==> config.mk <==
export PLATFORM = sky130hd
export DESIGN_NAME = lspc_vram_cpu_port
export DESIGN_NICKNAME = d
export VERILOG_FILES = /design/src/rtl/lspc_pkg.sv /design/src/rtl/lspc_vram_addr_gen.sv /design/src/rtl/lspc_vram_cpu_port.sv
export SDC_FILE = /design/constraint.sdc
export NUM_CORES = 1
export LEC_CHECK = 0
export BUFFER_PORTS_ARGS = -buffer_cell sky130_fd_sc_hd__buf_2
export CORE_MARGIN = 1
export CORE_UTILIZATION = 50
export CTS_CLUSTER_SIZE = 25
export DETAILED_ROUTE_END_ITERATION = 8
export PLACE_DENSITY = 0.84
export SYNTH_ARGS = -nofsm -noshare
export SYNTH_HDL_FRONTEND = slang
export SYNTH_HIERARCHICAL = 1
export SYNTH_SLANG_ARGS = --single-unit
==> constraint.sdc <==
create_clock -name CLK_24M -period 3.85 [get_ports CLK_24M]
set_input_delay 0.1925 -clock CLK_24M [delete_from_list [all_inputs] [get_ports CLK_24M]]
set_output_delay 0.1925 -clock CLK_24M [all_outputs]
set_load 0.05 [all_outputs]
==> src/rtl/lspc_pkg.sv <==
// rtl/lspc_pkg.sv - shared types and constants for the LSPC VRAM CPU port
package lspc_pkg;

   typedef enum logic [1:0] {
      IDLE    = 2'd0,
      WR_PEND = 2'd1,
      INC     = 2'd2,
      RD_PEND = 2'd3
   } lspc_state_e;

   localparam int VRAM_ADDR_W   = 16;
   localparam int FAST_BANK_BIT = 15;

endpackage

==> src/rtl/lspc_vram_addr_gen.sv <==
// rtl/lspc_vram_addr_gen.sv - VRAMADDR/VRAMMOD registers, shadow address and modulo adder
module lspc_vram_addr_gen
   import lspc_pkg::*;
#(
   parameter int                ADDR_W    = VRAM_ADDR_W,
   parameter logic [ADDR_W-1:0] MOD_RESET = '0
) (
   input  logic              clk_i,
   input  logic              rst_n_i,
   input  logic              load_i,
   input  logic              shadow_i,
   input  logic              inc_i,
   input  logic              mod_we_i,
   input  logic [ADDR_W-1:0] data_i,
   output logic [ADDR_W-1:0] addr_o
);

   logic [ADDR_W-1:0] addr_q, addr_d;
   logic [ADDR_W-1:0] sh_addr_q, sh_addr_d;
   logic              sh_v_q, sh_v_d;
   logic [ADDR_W-1:0] mod_q, mod_d;

   // A direct load always beats a pending shadow or an increment in the same clock.
   always_comb begin
      addr_d    = addr_q;
      sh_addr_d = sh_addr_q;
      sh_v_d    = sh_v_q;
      mod_d     = mod_we_i ? data_i : mod_q;
      if (load_i) begin
         addr_d = data_i;
         sh_v_d = 1'b0;
      end else if (shadow_i) begin
         sh_addr_d = data_i;
         sh_v_d    = 1'b1;
      end else if (inc_i) begin
         if (sh_v_q) begin
            addr_d = sh_addr_q;
            sh_v_d = 1'b0;
         end else begin
            addr_d = addr_q + mod_q;
         end
      end
   end

   always_ff @(posedge clk_i or negedge rst_n_i) begin
      if (!rst_n_i) begin
         addr_q    <= '0;
         sh_addr_q <= '0;
         sh_v_q    <= 1'b0;
         mod_q     <= MOD_RESET;
      end else begin
         addr_q    <= addr_d;
         sh_addr_q <= sh_addr_d;
         sh_v_q    <= sh_v_d;
         mod_q     <= mod_d;
      end
   end

   assign addr_o = addr_q;

endmodule

==> src/rtl/lspc_vram_cpu_port.sv <==
// rtl/lspc_vram_cpu_port.sv - CPU-side VRAM access port: write requests, auto-increment, read prefetch
module lspc_vram_cpu_port
   import lspc_pkg::*;
#(
   parameter logic [15:0] MOD_RESET = 16'h0000,
   parameter int          ADDR_W    = 16
) (
   input  logic              CLK_24M,
   input  logic              nRESET,
   input  logic              CPU_WR_ADDR,
   input  logic              CPU_WR_RW,
   input  logic              CPU_WR_MOD,
   input  logic              CPU_RD_RW,
   input  logic [15:0]       CPU_DATA_IN,
   output logic [15:0]       CPU_DATA_OUT,
   output logic [ADDR_W-2:0] VRAM_ADDR,
   output logic              REG_VRAMADDR_MSB,
   output logic [15:0]       VRAM_WRITE,
   output logic              nVRAM_WRITE_REQ,
   output logic              RD_REQ,
   input  logic              SLOW_ACK,
   input  logic              FAST_ACK,
   input  logic [15:0]       VRAM_LOW_READ,
   input  logic [15:0]       VRAM_HIGH_READ,
   output logic              BUSY
);

   lspc_state_e state_q, state_d;
   logic [15:0] wdata_q, wdata_d;
   logic [15:0] rdata_q, rdata_d;
   logic        wq_q, wq_d;
   logic        load, shadow, inc;
   logic [15:0] addr;
   logic        ack;
   logic [15:0] rd_data;

   lspc_vram_addr_gen #(
      .ADDR_W    (ADDR_W),
      .MOD_RESET (MOD_RESET)
   ) u_addr_gen (
      .clk_i    (CLK_24M),
      .rst_n_i  (nRESET),
      .load_i   (load),
      .shadow_i (shadow),
      .inc_i    (inc),
      .mod_we_i (CPU_WR_MOD),
      .data_i   (CPU_DATA_IN),
      .addr_o   (addr)
   );

   // Only the bank selected by the current address may complete an access.
   assign ack     = addr[FAST_BANK_BIT] ? FAST_ACK : SLOW_ACK;
   assign rd_data = addr[FAST_BANK_BIT] ? VRAM_HIGH_READ : VRAM_LOW_READ;

   always_comb begin
      state_d = state_q;
      wdata_d = wdata_q;
      rdata_d = rdata_q;
      wq_d    = wq_q;
      load    = 1'b0;
      shadow  = 1'b0;
      inc     = 1'b0;
      case (state_q)
         IDLE: begin
            if (CPU_WR_ADDR) begin
               load    = 1'b1;
               state_d = RD_PEND;
            end else if (CPU_WR_RW) begin
               wdata_d = CPU_DATA_IN;
               state_d = WR_PEND;
            end else if (CPU_RD_RW) begin
               state_d = INC;
            end
         end
         WR_PEND: begin
            if (CPU_WR_ADDR) begin
               shadow = 1'b1;
            end else if (CPU_WR_RW) begin
               wdata_d = CPU_DATA_IN;
            end
            // A write landing with the ack is queued behind the increment.
            if (ack) begin
               state_d = INC;
               wq_d    = CPU_WR_RW && !CPU_WR_ADDR;
            end
         end
         INC: begin
            inc  = 1'b1;
            wq_d = 1'b0;
            if (CPU_WR_ADDR) begin
               load    = 1'b1;
               state_d = RD_PEND;
            end else if (CPU_WR_RW) begin
               wdata_d = CPU_DATA_IN;
               state_d = WR_PEND;
            end else if (wq_q) begin
               state_d = WR_PEND;
            end else begin
               state_d = RD_PEND;
            end
         end
         RD_PEND: begin
            if (CPU_WR_ADDR) begin
               load = 1'b1;
            end else if (CPU_WR_RW) begin
               wdata_d = CPU_DATA_IN;
               state_d = WR_PEND;
            end else if (ack) begin
               rdata_d = rd_data;
               state_d = IDLE;
            end
         end
         default: state_d = IDLE;
      endcase
   end

   always_ff @(posedge CLK_24M or negedge nRESET) begin
      if (!nRESET) begin
         state_q <= IDLE;
         wdata_q <= '0;
         rdata_q <= '0;
         wq_q    <= 1'b0;
      end else begin
         state_q <= state_d;
         wdata_q <= wdata_d;
         rdata_q <= rdata_d;
         wq_q    <= wq_d;
      end
   end

   assign VRAM_ADDR        = addr[ADDR_W-2:0];
   assign REG_VRAMADDR_MSB = addr[FAST_BANK_BIT];
   assign VRAM_WRITE       = wdata_q;
   assign CPU_DATA_OUT     = rdata_q;
   assign nVRAM_WRITE_REQ  = (state_q != WR_PEND);
   assign RD_REQ           = (state_q == RD_PEND);
   assign BUSY             = (state_q != IDLE);

endmodule
==> metrics.md <==
| Metric | Value |
|---|---|
| Status | complete, but fails checks |
| Failing checks | design-rule violations, negative hold slack |
| Mapped cell area | 0.00459 mm^2 |
| Most frequent cells in the layout | buf_2, dfrtp_1, mux2_2, a21oi_1, nand2_1 |
| Commonest non-fill, non-tap cell in the layout | buf_2 |
| Antenna viol nets, final | 0 |
| Maxcap violations | 0 |
| DR WL/cell | 16.4 um |
| Area grow syn2layout | 17.0% |
| Placed Area | 0.00519 mm^2 |
| Vias in the first global route | 3457 |
| R2R cell count | 7 |
| Root Buffer | clkbuf_8 |
| CP required | 4.10 ns |
| Fillers | 729 |
| Async set or reset register ratio after synthesis | 100% |
| Initial Util | 52.1% |
| EDFF count, synth | 0 |
| Grt total ovfl | 0 |
| Max VDD drop | 532 uV |
| Crit. End Element | flip-flop |
| Setup tns final | 0 ns |
| Synth area leaders | dfrtp_1, mux2_2, ha_1 |
| Drt total wl | 10.3 mm |
| First-pass GRT wire length | 17.3 mm |
| #FFs+latches synth | 84 |
| N_diodes | 0 |
| Layout Nets | 585 |
| Largest net degree at the start of global routing | 85 |
| Cell type with the largest total area after synthesis | dfrtp_1 |
| Total Routing Usage GR | 23.0% |
| Post-synth top area share | 45.8% |
| CTS H-tree lvls | 3 |
| Layout cells sized above 1 | 42.1% |
| Type of the most critical hold path | in2async |
| RSZ-0062 raised after global routing | no |
| Clk_lat worst skew | 0.37 ns |
| Max-slew headroom | 30.6% |
| DRC Markers | 11 |
| # IOs | 107 |
| Design Area, Final | 0.00537 mm^2 |
| Mean area per synthesized cell | 11.2 um^2 |
| Cts-stage hold buffer count | 0 |
| Sink Count | 84 |
| Initial antenna violation count | 0 |
| Tmin final | 2.47 ns |
| Most used DFF post-synth | dfrtp_1 |
| Final hold slack | -0.00170 ns |
| Post-Synthesis Cells | 411 |
| Startpoint Class | flip-flop |
| CTS max path bufs | 2 |
| Grt met3 use | 4.22% |
| Slew Viols, Final | 0 |
| DR iter-0 viols | 142 |
| PD cells | 878 mW/mm^2 |
| Buffers on Ports | 106 |
| R2R setup slack | 1.38 ns |
| Met1 Usage GRT | 30.4% |
| CP max FO | 17 |
| Core box area | 0.00881 mm^2 |
| CTS tree | yes |
| Post-CTS Resized | 0 |
| Post-synthesis sequential area ratio | 45.8% |
| Die ar. | 0.00957 mm^2 |
| Leak Pwr | 2.50 nW |
| Die W | 97.8 um |
| HPWL Detailed | 7.48 mm |
| Vias per cell | 5.61 |
| Multi-input gate area | 0.00234 mm^2 |
| Worst clock skew | 0.00916 ns |
| Vias after detailed routing | 3509 |
| Worst path arrival time | 2.72 ns |
| Die Span Y | 97.8 um |
| Postcts setup bufs | 0 |
| Routability-driven placement congestion ratio | 0.864 |
| Clk slew on worst S/H paths | 0.09 ns |
| Register area | 0.00210 mm^2 |
| Distinct cells, synth | 53 |
| Final-report hold violation count | 3 |
| Setup CP Type | reg2reg |
| FP Rows | 34 |
| Final setup fails | 0 |
| Fin crit share | 64.2% |
| Syn_nets | 483 |
| DR pass1 iterations | 6 |
| TritonCTS Buffers | 9 |
| Yosys Warn Count | 6 |
| GR peak layer | met2 |
| Worst-margin pin slew | 1.04 ns |
| Met2 usage | 38.7% |
| Fmax | 405 MHz |
-- power breakdown --
part | internal (W) | switching (W) | leakage (nW)
Clock | 0.000240 | 0.000336 | 0.0795
Sequential | 0.00120 | 0.000257 | 0.999
Combinational | 0.000961 | 0.00172 | 1.42
-- stage by stage --
| stage | total power (W) | std cells | hold slack (ns) | worst slack, ns | util, % |
|---|---|---|---|---|---|
| 2_1_floorplan | 0.00354 | 411 | -0.103 | 1.50 | - |
| 3_3_place_gp | 0.00407 | 610 | 0.433 | 1.56 | 59.0 |
| 3_5_place_dp | 0.00414 | 610 | 0.452 | 1.41 | 59.0 |
| 4_1_cts | 0.00473 | 626 | 0.0595 | 1.39 | 61.0 |
| 5_1_grt | 0.00502 | 626 | 0.0859 | 1.12 | 61.0 |
| 6_report | 0.00471 | 626 | -0.00170 | 1.38 | 61.0 |
-- flip-flops by register name, indices dropped and copies added (netlist names) --
name,flops
VRAM_WRITE,16
u_addr_gen/mod_q,16
u_addr_gen/sh_addr_q,16
wq_q,1
u_addr_gen/sh_v_q,1
u_addr_gen/addr_o,16
state_q,2
CPU_DATA_OUT,16
-- final cells by class --
class,count,share of cell area (%)
Clock buffer,10,2.38
Clock inverter,6,0.909
Inverter,11,0.769
Multi-Input combinational cell,296,43.6
Sequential cell,84,39.2
Tap cell,108,2.52
Timing Repair Buffer,111,10.6
-- per-layer routing --
layer  part of all wire, %  vias to the layer above
met5                     0                        -
met4                   1.2                        0
met3                   6.4                       11
met2                    49                      132
met1                    43                     1680
li1                      -                     1686
-- cells by family after synthesis --
kind of cell,count (synthesis),synth area share (%)
mux,87,22.1
flops,84,45.8
compound gates,87,11.8
xor+xnor,8,1.53
fa+ha+maj,16,4.53
simple gates,98,11.1
buf+inv,31,3.19
-- critical path: stages, from the launching register on --
cell and delay, ns:
dfrtp_1 0.47, nor2b_1 0.33, and2_1 0.23, nand2b_1 0.58, nor2_1 0.27, and3_1 0.26, mux2i_1 0.13, nand3_1 0.08
-- path summary, 6_finish.rpt --
kind / startpoint / end
max: state_q[0] / u_addr_gen/addr_o[15]
min: nRESET / VRAM_WRITE[9]
max reg2reg: state_q[0] / u_addr_gen/addr_o[15]
min reg2reg: VRAM_WRITE[14] / VRAM_WRITE[14]
max in group asynchronous: nRESET / u_addr_gen/mod_q[7]
min in group CLK_24M: CPU_DATA_IN[1] / u_addr_gen/addr_o[1]
-- synthesized netlist by cell type (7+ instances only) --
cell       n
dfrtp_1   84
mux2_2    70
a21oi_1   37
nand2_1   25
nor2_1    24
ha_1      15
o21ai_0   14
inv_1     11
mux2_4    11
buf_2      9
clkbuf_1   9
nor3_1     8
and3_1     7
nor2b_1    7
xnor2_1    7
(Power assumes the default switching activity.)
